### src/rtl/key_exp_controller.sv
// SM4 key-schedule sequencer. It runs one expansion round per cycle and streams one 32-bit round key per cycle.
// Define KEY_EXP_STORE_EN to add a 32-entry round-key table with a registered random-access read port.

module one_round_for_key_exp (
  input  logic [127:0] data_in,
  input  logic [4:0]   count_round_in,
  input  logic [31:0]  ck_parameter_in,
  output logic [127:0] result_out
);
  localparam logic [127:0] FK = 128'ha3b1bac6_56aa3350_677d9197_b27022dc;
  localparam logic [7:0] SBOX [256] = '{
    8'hd6,8'h90,8'he9,8'hfe,8'hcc,8'he1,8'h3d,8'hb7,8'h16,8'hb6,8'h14,8'hc2,8'h28,8'hfb,8'h2c,8'h05,
    8'h2b,8'h67,8'h9a,8'h76,8'h2a,8'hbe,8'h04,8'hc3,8'haa,8'h44,8'h13,8'h26,8'h49,8'h86,8'h06,8'h99,
    8'h9c,8'h42,8'h50,8'hf4,8'h91,8'hef,8'h98,8'h7a,8'h33,8'h54,8'h0b,8'h43,8'hed,8'hcf,8'hac,8'h62,
    8'he4,8'hb3,8'h1c,8'ha9,8'hc9,8'h08,8'he8,8'h95,8'h80,8'hdf,8'h94,8'hfa,8'h75,8'h8f,8'h3f,8'ha6,
    8'h47,8'h07,8'ha7,8'hfc,8'hf3,8'h73,8'h17,8'hba,8'h83,8'h59,8'h3c,8'h19,8'he6,8'h85,8'h4f,8'ha8,
    8'h68,8'h6b,8'h81,8'hb2,8'h71,8'h64,8'hda,8'h8b,8'hf8,8'heb,8'h0f,8'h4b,8'h70,8'h56,8'h9d,8'h35,
    8'h1e,8'h24,8'h0e,8'h5e,8'h63,8'h58,8'hd1,8'ha2,8'h25,8'h22,8'h7c,8'h3b,8'h01,8'h21,8'h78,8'h87,
    8'hd4,8'h00,8'h46,8'h57,8'h9f,8'hd3,8'h27,8'h52,8'h4c,8'h36,8'h02,8'he7,8'ha0,8'hc4,8'hc8,8'h9e,
    8'hea,8'hbf,8'h8a,8'hd2,8'h40,8'hc7,8'h38,8'hb5,8'ha3,8'hf7,8'hf2,8'hce,8'hf9,8'h61,8'h15,8'ha1,
    8'he0,8'hae,8'h5d,8'ha4,8'h9b,8'h34,8'h1a,8'h55,8'had,8'h93,8'h32,8'h30,8'hf5,8'h8c,8'hb1,8'he3,
    8'h1d,8'hf6,8'he2,8'h2e,8'h82,8'h66,8'hca,8'h60,8'hc0,8'h29,8'h23,8'hab,8'h0d,8'h53,8'h4e,8'h6f,
    8'hd5,8'hdb,8'h37,8'h45,8'hde,8'hfd,8'h8e,8'h2f,8'h03,8'hff,8'h6a,8'h72,8'h6d,8'h6c,8'h5b,8'h51,
    8'h8d,8'h1b,8'haf,8'h92,8'hbb,8'hdd,8'hbc,8'h7f,8'h11,8'hd9,8'h5c,8'h41,8'h1f,8'h10,8'h5a,8'hd8,
    8'h0a,8'hc1,8'h31,8'h88,8'ha5,8'hcd,8'h7b,8'hbd,8'h2d,8'h74,8'hd0,8'h12,8'hb8,8'he5,8'hb4,8'hb0,
    8'h89,8'h69,8'h97,8'h4a,8'h0c,8'h96,8'h77,8'h7e,8'h65,8'hb9,8'hf1,8'h09,8'hc5,8'h6e,8'hc6,8'h84,
    8'h18,8'hf0,8'h7d,8'hec,8'h3a,8'hdc,8'h4d,8'h20,8'h79,8'hee,8'h5f,8'h3e,8'hd7,8'hcb,8'h39,8'h48
  };

  logic [127:0] k;
  logic [31:0]  t, s, l;

  always_comb begin
    k = (count_round_in == 5'd0) ? (data_in ^ FK) : data_in;
    t = k[95:64] ^ k[63:32] ^ k[31:0] ^ ck_parameter_in;
    s = '0;
    for (int b = 0; b < 4; b++) s[8*b +: 8] = SBOX[t[8*b +: 8]];
    l = s ^ {s[18:0], s[31:19]} ^ {s[8:0], s[31:9]};
    result_out = {k[95:0], k[127:96] ^ l};
  end
endmodule

module key_exp_controller #(
  parameter int ROUNDS = 32
) (
  input  logic         clk,
  input  logic         rst,
  input  logic         start_in,
  input  logic         abort_in,
  input  logic [127:0] key_in,
  output logic         busy_out,
  output logic         rk_valid_out,
  output logic [4:0]   rk_idx_out,
  output logic [31:0]  rk_out,
`ifdef KEY_EXP_STORE_EN
  input  logic [4:0]   rk_rd_addr_in,
  output logic [31:0]  rk_rd_data_out,
  output logic         rk_table_valid_out,
`endif
  output logic         done_out
);
  typedef enum logic {IDLE, RUN} state_e;

  localparam logic [4:0] LAST_RND = 5'(ROUNDS - 1);

  state_e       state_q, state_d;
  logic [127:0] key_reg_q, key_reg_d;
  logic [4:0]   rnd_q, rnd_d;
  logic         rk_valid_q, rk_valid_d;
  logic [4:0]   rk_idx_q, rk_idx_d;
  logic [31:0]  rk_q, rk_d;
  logic         done_q, done_d;
  logic [31:0]  ck;
  logic [127:0] round_result;

  // Byte j of CK[i] is (4i+j)*7 with 8-bit wrap.
  always_comb begin
    ck = '0;
    for (int j = 0; j < 4; j++)
      ck[31-8*j -: 8] = ({1'b0, rnd_q, 2'b00} + 8'(j)) * 8'd7;
  end

  one_round_for_key_exp u_round (
    .data_in         (key_reg_q),
    .count_round_in  (rnd_q),
    .ck_parameter_in (ck),
    .result_out      (round_result)
  );

  // NOTE: every variable gets a default before any branch so no path leaves it unassigned and infers a latch.
  always_comb begin
    state_d    = state_q;
    key_reg_d  = key_reg_q;
    rnd_d      = rnd_q;
    rk_valid_d = 1'b0;
    rk_idx_d   = rk_idx_q;
    rk_d       = rk_q;
    done_d     = 1'b0;
    unique case (state_q)
      IDLE: begin
        if (start_in) begin
          state_d   = RUN;
          key_reg_d = key_in;
          rnd_d     = '0;
        end
      end
      RUN: begin
        if (abort_in) begin
          state_d = IDLE;
        end else begin
          key_reg_d  = round_result;
          rk_d       = round_result[31:0];
          rk_idx_d   = rnd_q;
          rk_valid_d = 1'b1;
          rnd_d      = rnd_q + 5'd1;
          if (rnd_q == LAST_RND) begin
            done_d  = 1'b1;
            state_d = IDLE;
          end
        end
      end
      default: state_d = IDLE;
    endcase
  end

  // NOTE: sequential state uses non-blocking assignments so every flop samples its pre-edge inputs.
  always_ff @(posedge clk) begin
    if (rst) begin
      state_q    <= IDLE;
      key_reg_q  <= '0;
      rnd_q      <= '0;
      rk_valid_q <= 1'b0;
      rk_idx_q   <= '0;
      rk_q       <= '0;
      done_q     <= 1'b0;
    end else begin
      state_q    <= state_d;
      key_reg_q  <= key_reg_d;
      rnd_q      <= rnd_d;
      rk_valid_q <= rk_valid_d;
      rk_idx_q   <= rk_idx_d;
      rk_q       <= rk_d;
      done_q     <= done_d;
    end
  end

  assign busy_out     = (state_q == RUN);
  assign rk_valid_out = rk_valid_q;
  assign rk_idx_out   = rk_idx_q;
  assign rk_out       = rk_q;
  assign done_out     = done_q;

`ifdef KEY_EXP_STORE_EN
  logic [31:0] rk_table_q [32];
  logic [31:0] rd_data_q, rd_data_d;
  logic        table_valid_q, table_valid_d;

  always_comb begin
    rd_data_d     = rk_table_q[rk_rd_addr_in];
    table_valid_d = table_valid_q;
    if (state_q == IDLE && start_in)      table_valid_d = 1'b0;
    else if (state_q == RUN && abort_in)  table_valid_d = 1'b0;
    else if (done_d)                      table_valid_d = 1'b1;
  end

  // NOTE: the key table has no reset; consumers gate reads on rk_table_valid_out.
  always_ff @(posedge clk) begin
    if (rk_valid_d) rk_table_q[rnd_q] <= round_result[31:0];
  end

  always_ff @(posedge clk) begin
    if (rst) begin
      rd_data_q     <= '0;
      table_valid_q <= 1'b0;
    end else begin
      rd_data_q     <= rd_data_d;
      table_valid_q <= table_valid_d;
    end
  end

  assign rk_rd_data_out     = rd_data_q;
  assign rk_table_valid_out = table_valid_q;
`endif
endmodule

### config.mk
export PLATFORM = sky130hd
export DESIGN_NAME = key_exp_controller
export DESIGN_NICKNAME = d
export VERILOG_FILES = /design/src/rtl/key_exp_controller.sv
export SDC_FILE = /design/constraint.sdc
export NUM_CORES = 1
export LEC_CHECK = 0
export BUFFER_PORTS_ARGS = -buffer_cell sky130_fd_sc_hd__buf_2
export CELL_PAD_IN_SITES_DETAIL_PLACEMENT = 2
export CELL_PAD_IN_SITES_GLOBAL_PLACEMENT = 2
export CORE_MARGIN = 3
export CORE_UTILIZATION = 36
export DETAILED_ROUTE_END_ITERATION = 16
export MAX_ROUTING_LAYER = met4
export PLACE_DENSITY = 0.91
export SLEW_MARGIN = 20
export SYNTH_ARGS = -nofsm -noshare
export SYNTH_HDL_FRONTEND = slang
export SYNTH_SLANG_ARGS = --single-unit
### constraint.sdc
create_clock -name clk -period 6.4 [get_ports clk]
set_input_delay 1.92 -clock clk [delete_from_list [all_inputs] [get_ports clk]]
set_output_delay 1.92 -clock clk [all_outputs]
set_load 0.01 [all_outputs]
# Yosys cells after proc, flatten, opt, wreduce, memory -nomap -nowiden

Memory sizes are Yosys's and may differ from the RTL's.
Cells that the tools add are included.
Widths: inputs -> output; s select.

Memory bits (writable): 0
Word-level logic and storage cells: 65
Register bits after elaboration: 173
ROM bits: 8192
Latch bits: 0
Memories: 4
Output and inout port bits: 40
Input port bits: 132

Reductions and logical operators: 5
Div/mod/pow operators: 0
Muxes and demuxes: 21
Multipliers: 4
Shifts and indexed selects: 0
Bitwise gates (word level): 13
Add/sub/neg operators: 4
Equality and inequality tests: 3
Magnitude comparators: 4

Memory list:

| memory          | words | bits a word | rd ports | clocked after memory_dff | wr ports | RTL line | source |
|---|---|---|---|---|---|---|---|
| (no name shown) | 256   | 8           | 1        | 0                        | 0        | 37       | `for (int b = 0; b < 4; b++) s[8*b +: 8] = SBOX[t[8*b +: 8]];` |
| (no name shown) | 256   | 8           | 1        | 0                        | 0        | 37       |  |
| (no name shown) | 256   | 8           | 1        | 0                        | 0        | 37       |  |
| (no name shown) | 256   | 8           | 1        | 0                        | 0        | 37       |  |

Operators with widths:

| cell                | count |
|---|---|
| $mux 128            | 3 |
| $pmux 128 s2        | 1 |
| $xor 32x32->32      | 6 |
| $mux 8              | 8 |
| $not 64->64         | 1 |
| $ge 9x9->1 const B  | 4 |
| $not 8->9           | 4 |
| $mul 8x3->8 const B | 3 |
| $add 7x2->8 const B | 2 |
| $mux 5              | 2 |
| $pmux 5 s2          | 1 |
| $add 7x1->8 const B | 1 |
| $mul 5x3->6 const B | 1 |
| $add 5x1->5 const B | 1 |
| $eq 5x5->1 const B  | 1 |
| $logic_not 5->1     | 1 |
| $mux 1              | 5 |
| $ne 2x2->1 const B  | 2 |
| $reduce_and 2->1    | 2 |
| $reduce_or 3->1     | 1 |
| $not 1->1           | 2 |
| $pmux 1 s2          | 1 |
| $reduce_or 2->1     | 1 |

# Logic depth before layout (Yosys ltp)

Gate-level depths: netlist of the first run.

Word-level depth: 14
Mapped depth: 23
Depth with buffers taken out: 16

# By module

From an unflattened synthesis of the first run, not the netlist that was laid out.

Cell total of the unflattened synthesis: 3803
Area total of the unflattened synthesis: 26088.8 sq um

Modules (own cells, without submodules):

| module                | seq. area each (sq um) | area each (sq um) | instances | cells an instance |
|---|---|---|---|---|
| one_round_for_key_exp | 0.0                    | 17835.9           | 1         | 2976 |
| key_exp_controller    | 3463.3                 | 8252.9            | 1         | 827 |

# Worst setup path after synthesis of the first run

OpenSTA, ideal clock, no wires.

Path kind: register to register
Start: register rnd_q[0]
End: register key_reg_q[21]
Path slack: 960 ps
Cell stages (with the launch flop): 24
Arrival: 5307 ps
Setup time: 133 ps
Required time: 6267 ps
Path buffers: 8
Clock period less this slack: 5440 ps
Cells stage by stage: dfxtp_1 > buf_6 > inv_1 > ha_1 > and3b_1 > buf_4 > buf_4 > clkbuf_1 > buf_1 > clkbuf_1 > buf_1 > xnor2_1 > ha_1 > clkbuf_1 > inv_1 > nor2_1 > o21ai_0 > a41oi_1 > nand2_1 > o32ai_2 > xor2_1 > xnor3_1 > nor2_1 > nor3_1

Word-level cells in the longest chain between the ends: 14
Elaborated cells on any way between the ends: 27
Classes of those cells: add/sub (2); mul (3); mux (9); bitwise (9); reduce/logical (1); memory (3)

RTL lines:

| item                                                                 | RTL line | source |
|---|---|---|
| start, declared                                                      | 68       | `logic [4:0] rnd_q, rnd_d;` |
| start signal, assigned                                               | 139      | `rnd_q <= rnd_d;` |
| parallel branches: the longest is 11 deep, another holds $add 7x1->8 | --       |  |
| $xor 32x32->32 *                                                     | 39       | `result_out = {k[95:0], k[127:96] ^ l};` |
| $mux 128 *                                                           | 108      | `if (abort_in) begin` |
| $pmux 128 s2 *                                                       | 99       | `unique case (state_q)` |
| end signal, assigned                                                 | 138      | `key_reg_q <= key_reg_d;` |
| end, declared                                                        | 67       | `logic [127:0] key_reg_q, key_reg_d;` |

Every way passes the cells marked *. The select of a mux whose other input is x is not followed.
A chain may end at the register's enable or synchronous reset.

# Worst setup path in the final report of the first run

Start: register rnd_q[1]
End: register key_reg_q[26]

Word-level cells in the longest chain between the ends: 14
Elaborated cells on any way between the ends: 27
Classes of those cells: add/sub (2); mul (3); mux (9); bitwise (9); reduce/logical (1); memory (3)

RTL lines:

| item                                                                | RTL line | source |
|---|---|---|
| parallel branches: the longest is 4 deep, another holds $add 7x2->8 | --       |  |
| $xor 32x32->32 *                                                    | 35       | `t = k[95:64] ^ k[63:32] ^ k[31:0] ^ ck_parameter_in;` |
| $not 8->9 (not written as such)                                     | 37       |  |
| $mem_v2 256x8                                                       | --       |  |
| $mux 8 (not written as such) (2 in a row)                           | 37       |  |
| $xor 32x32->32                                                      | 38       | `l = s ^ {s[18:0], s[31:19]} ^ {s[8:0], s[31:9]};` |
| $xor 32x32->32 *                                                    | 38       |  |
| $xor 32x32->32 *                                                    | 39       |  |
| $mux 128 *                                                          | 108      |  |
| $pmux 128 s2 *                                                      | 99       |  |

Marked as above.

==> reports/summary.txt, run 1 <==
Die Y - 263 um
WL final - 164 mm
Pins Over Slew Limit - 0
Worst slew pin tran - 1240 ps
GR Layer Usage met3 - 14.3%
Fin crit share - 100%
M1 GR Usage - 58.3%
Core ar. - 65000 um^2
Max clock buf depth - 2
Post-synthesis async set-or-reset flop share - 0%
Vias in the first global route - 32200
Setup violators final - 2
Critical path peak fanout - 12
GPL Wtd Cong - 1.06
Die area - 69400 um^2
Routed Antenna Nets - 0
Initial core utilization - 36.7%
DP HPWL - 119 mm
#FFs+latches synth - 173
Number of enable flip-flop cells after synthesis - 0
Reg2Reg Depth - 18
Internal reg-to-reg setup slack - -30 ps
Sink Count - 173
H-tree Lvls - 4
Hold path start - rk_idx_out[0]$_SDFFE_PP0P_
MaxCap Viol Count - 0
Crit Path Category - register to register
CP endpoint kind - register
Mapped Cells - 3377
Gr usage total - 46.2%
Commonest cells after routing, fill and taps aside - 420 x nor2_1, 340 x nand2_1, 262 x a21oi_1
GRT met2 Usage - 65.1%
CP Data Required Time - 6760 ps
Syn_nets - 3574
Main flop type after synthesis - dfxtp_1
Yosys warning total - 0
FP Rows - 93
Worst Hold Class - register to register
Busiest grt layer - met2
CTS tree - yes
Register area share after synthesis - 14.5%
Layout cells sized above 1 - 14.3%
Yosys cell types - 107
Initial drt markers - 5719
Commonest non-fill, non-tap cell in the layout - nor2_1
Layout Nets - 3596
Final Hold Vio Count - 0
Slew headroom - 16.7%
Vias/cell - 7.49
Hold Path End - rk_idx_out[0]$_SDFFE_PP0P_
PortBufs - 171
Gr ovfl total - 0
CTS buffer count - 17
DRT Pass-1 Iters - 6
First-pass GRT wire length - 235 mm
Max Freq - 156 MHz
Min Tclk post-route - 6430 ps
Clock Latency Late Sink - 490 ps
Initial antenna violation count - 11
Startpoint of the worst register-to-register path - rnd_q[1]$_SDFFE_PP0P_
Worst Path Arrival - 6790 ps
Via count - 32000
Number of remaining DRC errors - 0
Post-place setup slack - 309 ps
Area grow syn2layout - 10.8%
Drt wl/cell - 38.3 um
Hold depth - 2
Reg-to-Reg End - key_reg_q[26]$_SDFFE_PP0P_
Failing checks - negative setup slack
Final worst setup slack - -25.9 ps
I/O Pins - 172
Status - complete, but fails checks
Mapped cell area - 23800 um^2
Mapped Avg Cell Area - 7.06 um^2
Die width - 263 um
Worst Clk Skew - 22.0 ps
CTS clk-pin slew, worst paths - 80 ps
Pin count of the biggest net entering global routing - 97
Clock root buffer master - clkbuf_16
Worst Setup Start Kind - register
-- synthesized netlist by cell type, types with 27 or more instances --
cell type  instances  area, um^2
o311ai_0          32         280
inv_1             33         124
nor2_1           422        1580
xor2_1            44         385
dfxtp_1          173        3460
nor3_1           124         621
a311oi_1          46         403
nand3_1          105         526
o21ai_0          234        1170
xnor2_1          178        1560
o22ai_1           41         257
mux2i_1           88         881
a32oi_1           27         236
o211ai_1          70         526
ha_1              58         726
o221ai_1          31         272
buf_2            102         510
a21oi_1          262        1310
nand2_1          341        1280
clkbuf_1         181         679
a211oi_1         157        1180
nand4_1           27         169
a31oi_1           65         407
-- critical path, cell delays in order (launching register included) --
cell and delay (ps):
dfxtp_1 640, inv_1 230, ha_1 320, nand3b_1 490
buf_4 350, xnor2_2 230, buf_4 270, inv_1 90
ha_1 590, inv_1 310, nand2_1 300, a21oi_1 120
a211oi_1 300, a311oi_1 90, o311ai_0 470, nand4_1 460
xnor3_1 610, nor2_1 100, nor3_1 310
-- repair_timing --
action	CTS	global route
gates resized for setup	0	1
endpoints found under the setup margin	0	4
setup buffers	0	0
hold buffers	0	0
-- per-layer routing --
metal	wire, um	vias up	share of wire, %
met1	63400	15900	39
met2	67200	2760	41
li1	-	12700	-
met5	0	-	0
met3	21700	736	13
met4	11600	0	7.1
-- registers in the layout, summed over array words and instances, names as in the netlist --
signal,cells
key_reg_q,128
rnd_q,5
rk_valid_out,1
rk_idx_out,5
done_out,1
busy_out,1
rk_out,32
-- worst max-delay path by stage --
stage	from	to	cells past startpoint
after floorplan	rnd_q[0]$_SDFFE_PP0P_	key_reg_q[21]$_SDFFE_PP0P_	23
after global placement	rnd_q[0]$_SDFFE_PP0P_	rk_out[26]$_SDFFE_PP0P_	15
after detailed placement	rnd_q[0]$_SDFFE_PP0P_	rk_out[26]$_SDFFE_PP0P_	15
after CTS	rnd_q[0]$_SDFFE_PP0P_	key_reg_q[26]$_SDFFE_PP0P_	15
after global routing	rnd_q[1]$_SDFFE_PP0P_	key_reg_q[26]$_SDFFE_PP0P_	18
final	rnd_q[1]$_SDFFE_PP0P_	key_reg_q[26]$_SDFFE_PP0P_	18
-- final cells by class --
type / count / area [um^2]
Antenna cell: 9 / 22.5
Timing Repair Buffer: 352 / 2310
Fill cell: 7692 / 38600
Tap cell: 855 / 1070
Clock buffer: 22 / 464
Multi-Input combinational cell: 2819 / 18800
Sequential cell: 173 / 3470
Inverter: 36 / 135
Clock inverter: 10 / 104
-- stage by stage --
stage | area (um^2) | TNS (ps) | instances | hold slack (ps) | util [%]
5_1_grt | 26400 | -335 | 4276 | 498 | 40.6
3_3_place_gp | 25800 | 0 | 4234 | 443 | 39.7
4_1_cts | 26400 | 0 | 4266 | 468 | 40.5
6_report | 26400 | -26.7 | 4276 | 468 | 40.6
3_5_place_dp | 25800 | 0 | 4234 | 457 | 39.7
2_1_floorplan | 23800 | 0 | 3377 | 459 | -
-- kinds of logic (layout without fill, tap and decap cells) --
logic type	Yosys count	after routing	synth area share, %
AOI/OAI and AO/OA	1235	1235	35.7
xor gates and xnor gates	278	279	13.2
adders and majority gates	65	65	3.63
buffers and inverters	386	420	7.73
DFF	173	173	14.5
muxes	94	94	4.13
other	0	9	0
and+or+nand+nor	1146	1146	21.1
Power of run 1 is left out: the tool's default activity adds up to more than one toggle a clock period on the data nets, which glitch-free logic cannot reach.
==> run 2, diff against run 1 <==
Settings changed: CORE_UTILIZATION 36 to 33, PLACE_DENSITY 0.91 to 0.88, SETUP_SLACK_MARGIN set to 0.2.
Clock period 6.4 ns to 5.73 ns, I/O delays scaled along.
==> run 2 against run 1 <==
  * The run now ends clean
  * Global-route usage decreased by 2.8 points
  * Via count grew 1.5%
  * Fmax up 14%
  * Flip-flop and latch count unchanged
  * Critical endpoint is now key_reg_q[16]$_SDFFE_PP0P_
==> reports/summary.txt, run 2 (synthesis gave the netlist of run 1 again) <==
Status - completed
Core ar. - 70800 um^2 (+8.8%)
Pins Over Slew Limit - 0 (unchanged)
Fillers - 8194 (+6.5%)
Routed Antenna Nets - 0 (unchanged)
Hold-fix buffers, CTS - 0 (unchanged)
Max Freq - 178 MHz (+14%)
Min Tclk post-route - 5620 ps (-808 ps)
Vias in the first global route - 32600 (+1.1%)
RSZ-0062 raised after global routing - no
M1 WL - 64.3 mm (+1.4%)
Commonest non-fill, non-tap cell in the layout - nor2_1
Worst Clk Skew - 30.3 ps (+8.38 ps)
Max clock buf depth - 2 (unchanged)
Vias/cell - 7.31 (-2.5%)
GPL Wtd Cong - 1.08 (+1.8%)
Commonest cells after routing, fill and taps aside - 420 x nor2_1, 338 x nand2_1, 262 x a21oi_1
Die width - 275 um (+4.3%)
DRT Pass-1 Iters - 8 (+2)
Design area - 27500 um^2 (+4.2%)
WL final - 168 mm (+2.4%)
Worst Hold Class - register to register
CP endpoint kind - register
Area grow syn2layout - 15.4%
Via count - 32500 (+1.5%)
Critical path peak fanout - 9 (-3)
Internal reg-to-reg setup slack - 110 ps (+140 ps)
Worst slew pin tran - 1090 ps (-155 ps)
CTS clk-pin slew, worst paths - 100 ps (+20 ps)
Met2 wire len - 70.0 mm (+4.1%)
MaxCap Viol Count - 0 (unchanged)
Pin count of the biggest net entering global routing - 119 (+23%)
Die area - 75500 um^2 (+8.9%)
Worst Setup Start Kind - register
FP Rows - 97 (+4.3%)
Layout cells sized above 1 - 16.8% (+2.5 points)
Gr ovfl total - 0 (unchanged)
Fin crit share - 98.0% (-2.4 points)
Number of remaining DRC errors - 0 (unchanged)
Crit Path Category - register to register
CTS buffer count - 17 (unchanged)
Max Used Layer - met4
Slew headroom - 27.1% (+10 points)
Worst Path Arrival - 5980 ps (-810 ps)
CP Data Required Time - 6090 ps (-670 ps)
Layout Nets - 3679 (+2.3%)
Routed met3 length - 21.9 mm (+1.1%)
Drt wl/cell - 37.7 um (-1.5%)
WHS - 485 ps (+16.5 ps)
Top reg by flops - key_reg_q
Initial antenna violation count - 14 (+3)
H-tree Lvls - 4 (unchanged)
First-pass GRT wire length - 237 mm (+0.69%)
Clock root buffer master - clkbuf_16
Gr usage total - 43.4% (-2.8 points)
DP HPWL - 122 mm (+3.0%)
Clock Latency Late Sink - 500 ps (about the same)
Initial core utilization - 33.7% (-3.0 points)
Die Y - 275 um (+4.3%)
PortBufs - 171 (unchanged)
Sink Count - 173 (unchanged)
Initial drt markers - 5359 (-6.3%)
CTS tree - yes
Largest register FFs - 128 (unchanged)
Final Hold Vio Count - 0 (unchanged)
Setup violators final - 0 (-2)
Dpl cell area - 26600 um^2 (+3.1%)
I/O Pins - 172 (unchanged)
Post-route setup TNS - 0 ps (+26.7 ps)
==> run 2: final timing paths <==
check | from | end | cells after the start
max | rnd_q[1]$_SDFFE_PP0P_ | key_reg_q[16]$_SDFFE_PP0P_ | 15
min | rk_out[18]$_SDFFE_PP0P_ | rk_out[18]$_SDFFE_PP0P_ | 2
max reg2reg | rnd_q[1]$_SDFFE_PP0P_ | key_reg_q[16]$_SDFFE_PP0P_ | 15
min reg2reg | rk_out[18]$_SDFFE_PP0P_ | rk_out[18]$_SDFFE_PP0P_ | 2
==> run 2: layout make-up <==
| cell class | count | area (um^2) | area share [%] |
|---|---|---|---|
| clock buffer | 20 | 457 | 1.66 |
| tap | 940 | 1180 | 4.27 |
| timing repair buffer | 432 | 3070 | 11.1 |
| antenna | 13 | 32.5 | 0.118 |
| clock inverter | 12 | 125 | 0.455 |
| inverter | 36 | 135 | 0.491 |
| multi-input combinational | 2822 | 19100 | 69.2 |
| sequential | 173 | 3470 | 12.6 |
==> run 2: layer usage <==
layer  vias up  track usage [%]
li1      12900                -
met1     16000             54.4
met2      2834             62.9
met3       788             12.4
met4         0             23.0
met5         -                -
==> run 2: repair_timing <==
| item | CTS | global route |
|---|---|---|
| resized for setup | 8 | 22 |
| hold endpoints to repair | 0 | 0 |
| pin swaps | 2 | 6 |
| cloned | 0 | 4 |
| buffers inserted | 0 | 5 |
| endpoints found under the setup margin | 38 | 49 |
==> run 2: stage by stage <==
| step | utilization, % | worst slack (ps) | std cells |
|---|---|---|---|
| finish | 38.9 | 112 | 4448 |
| global route | 38.9 | 123 | 4447 |
| CTS | 38.5 | 210 | 4426 |
| detailed placement | 37.6 | 12.7 | 4394 |
| global placement | 37.6 | 300 | 4394 |
| floorplan | - | 290 | 3377 |
==> run 2: worst max-delay path: stages, from the launching register on <==
cell and delay [ps]:
dfxtp_2 520, fa_1 590, fa_1 510, xnor2_1 510
xnor3_1 540, buf_4 270, nor2_1 100, mux2i_1 580
a21oi_1 90, o21ai_0 210, nand3_1 210, a32oi_1 490
buf_4 270, xnor2_1 130, xnor2_1 300, o22ai_1 160
Power of run 2 is left out for the same reason.
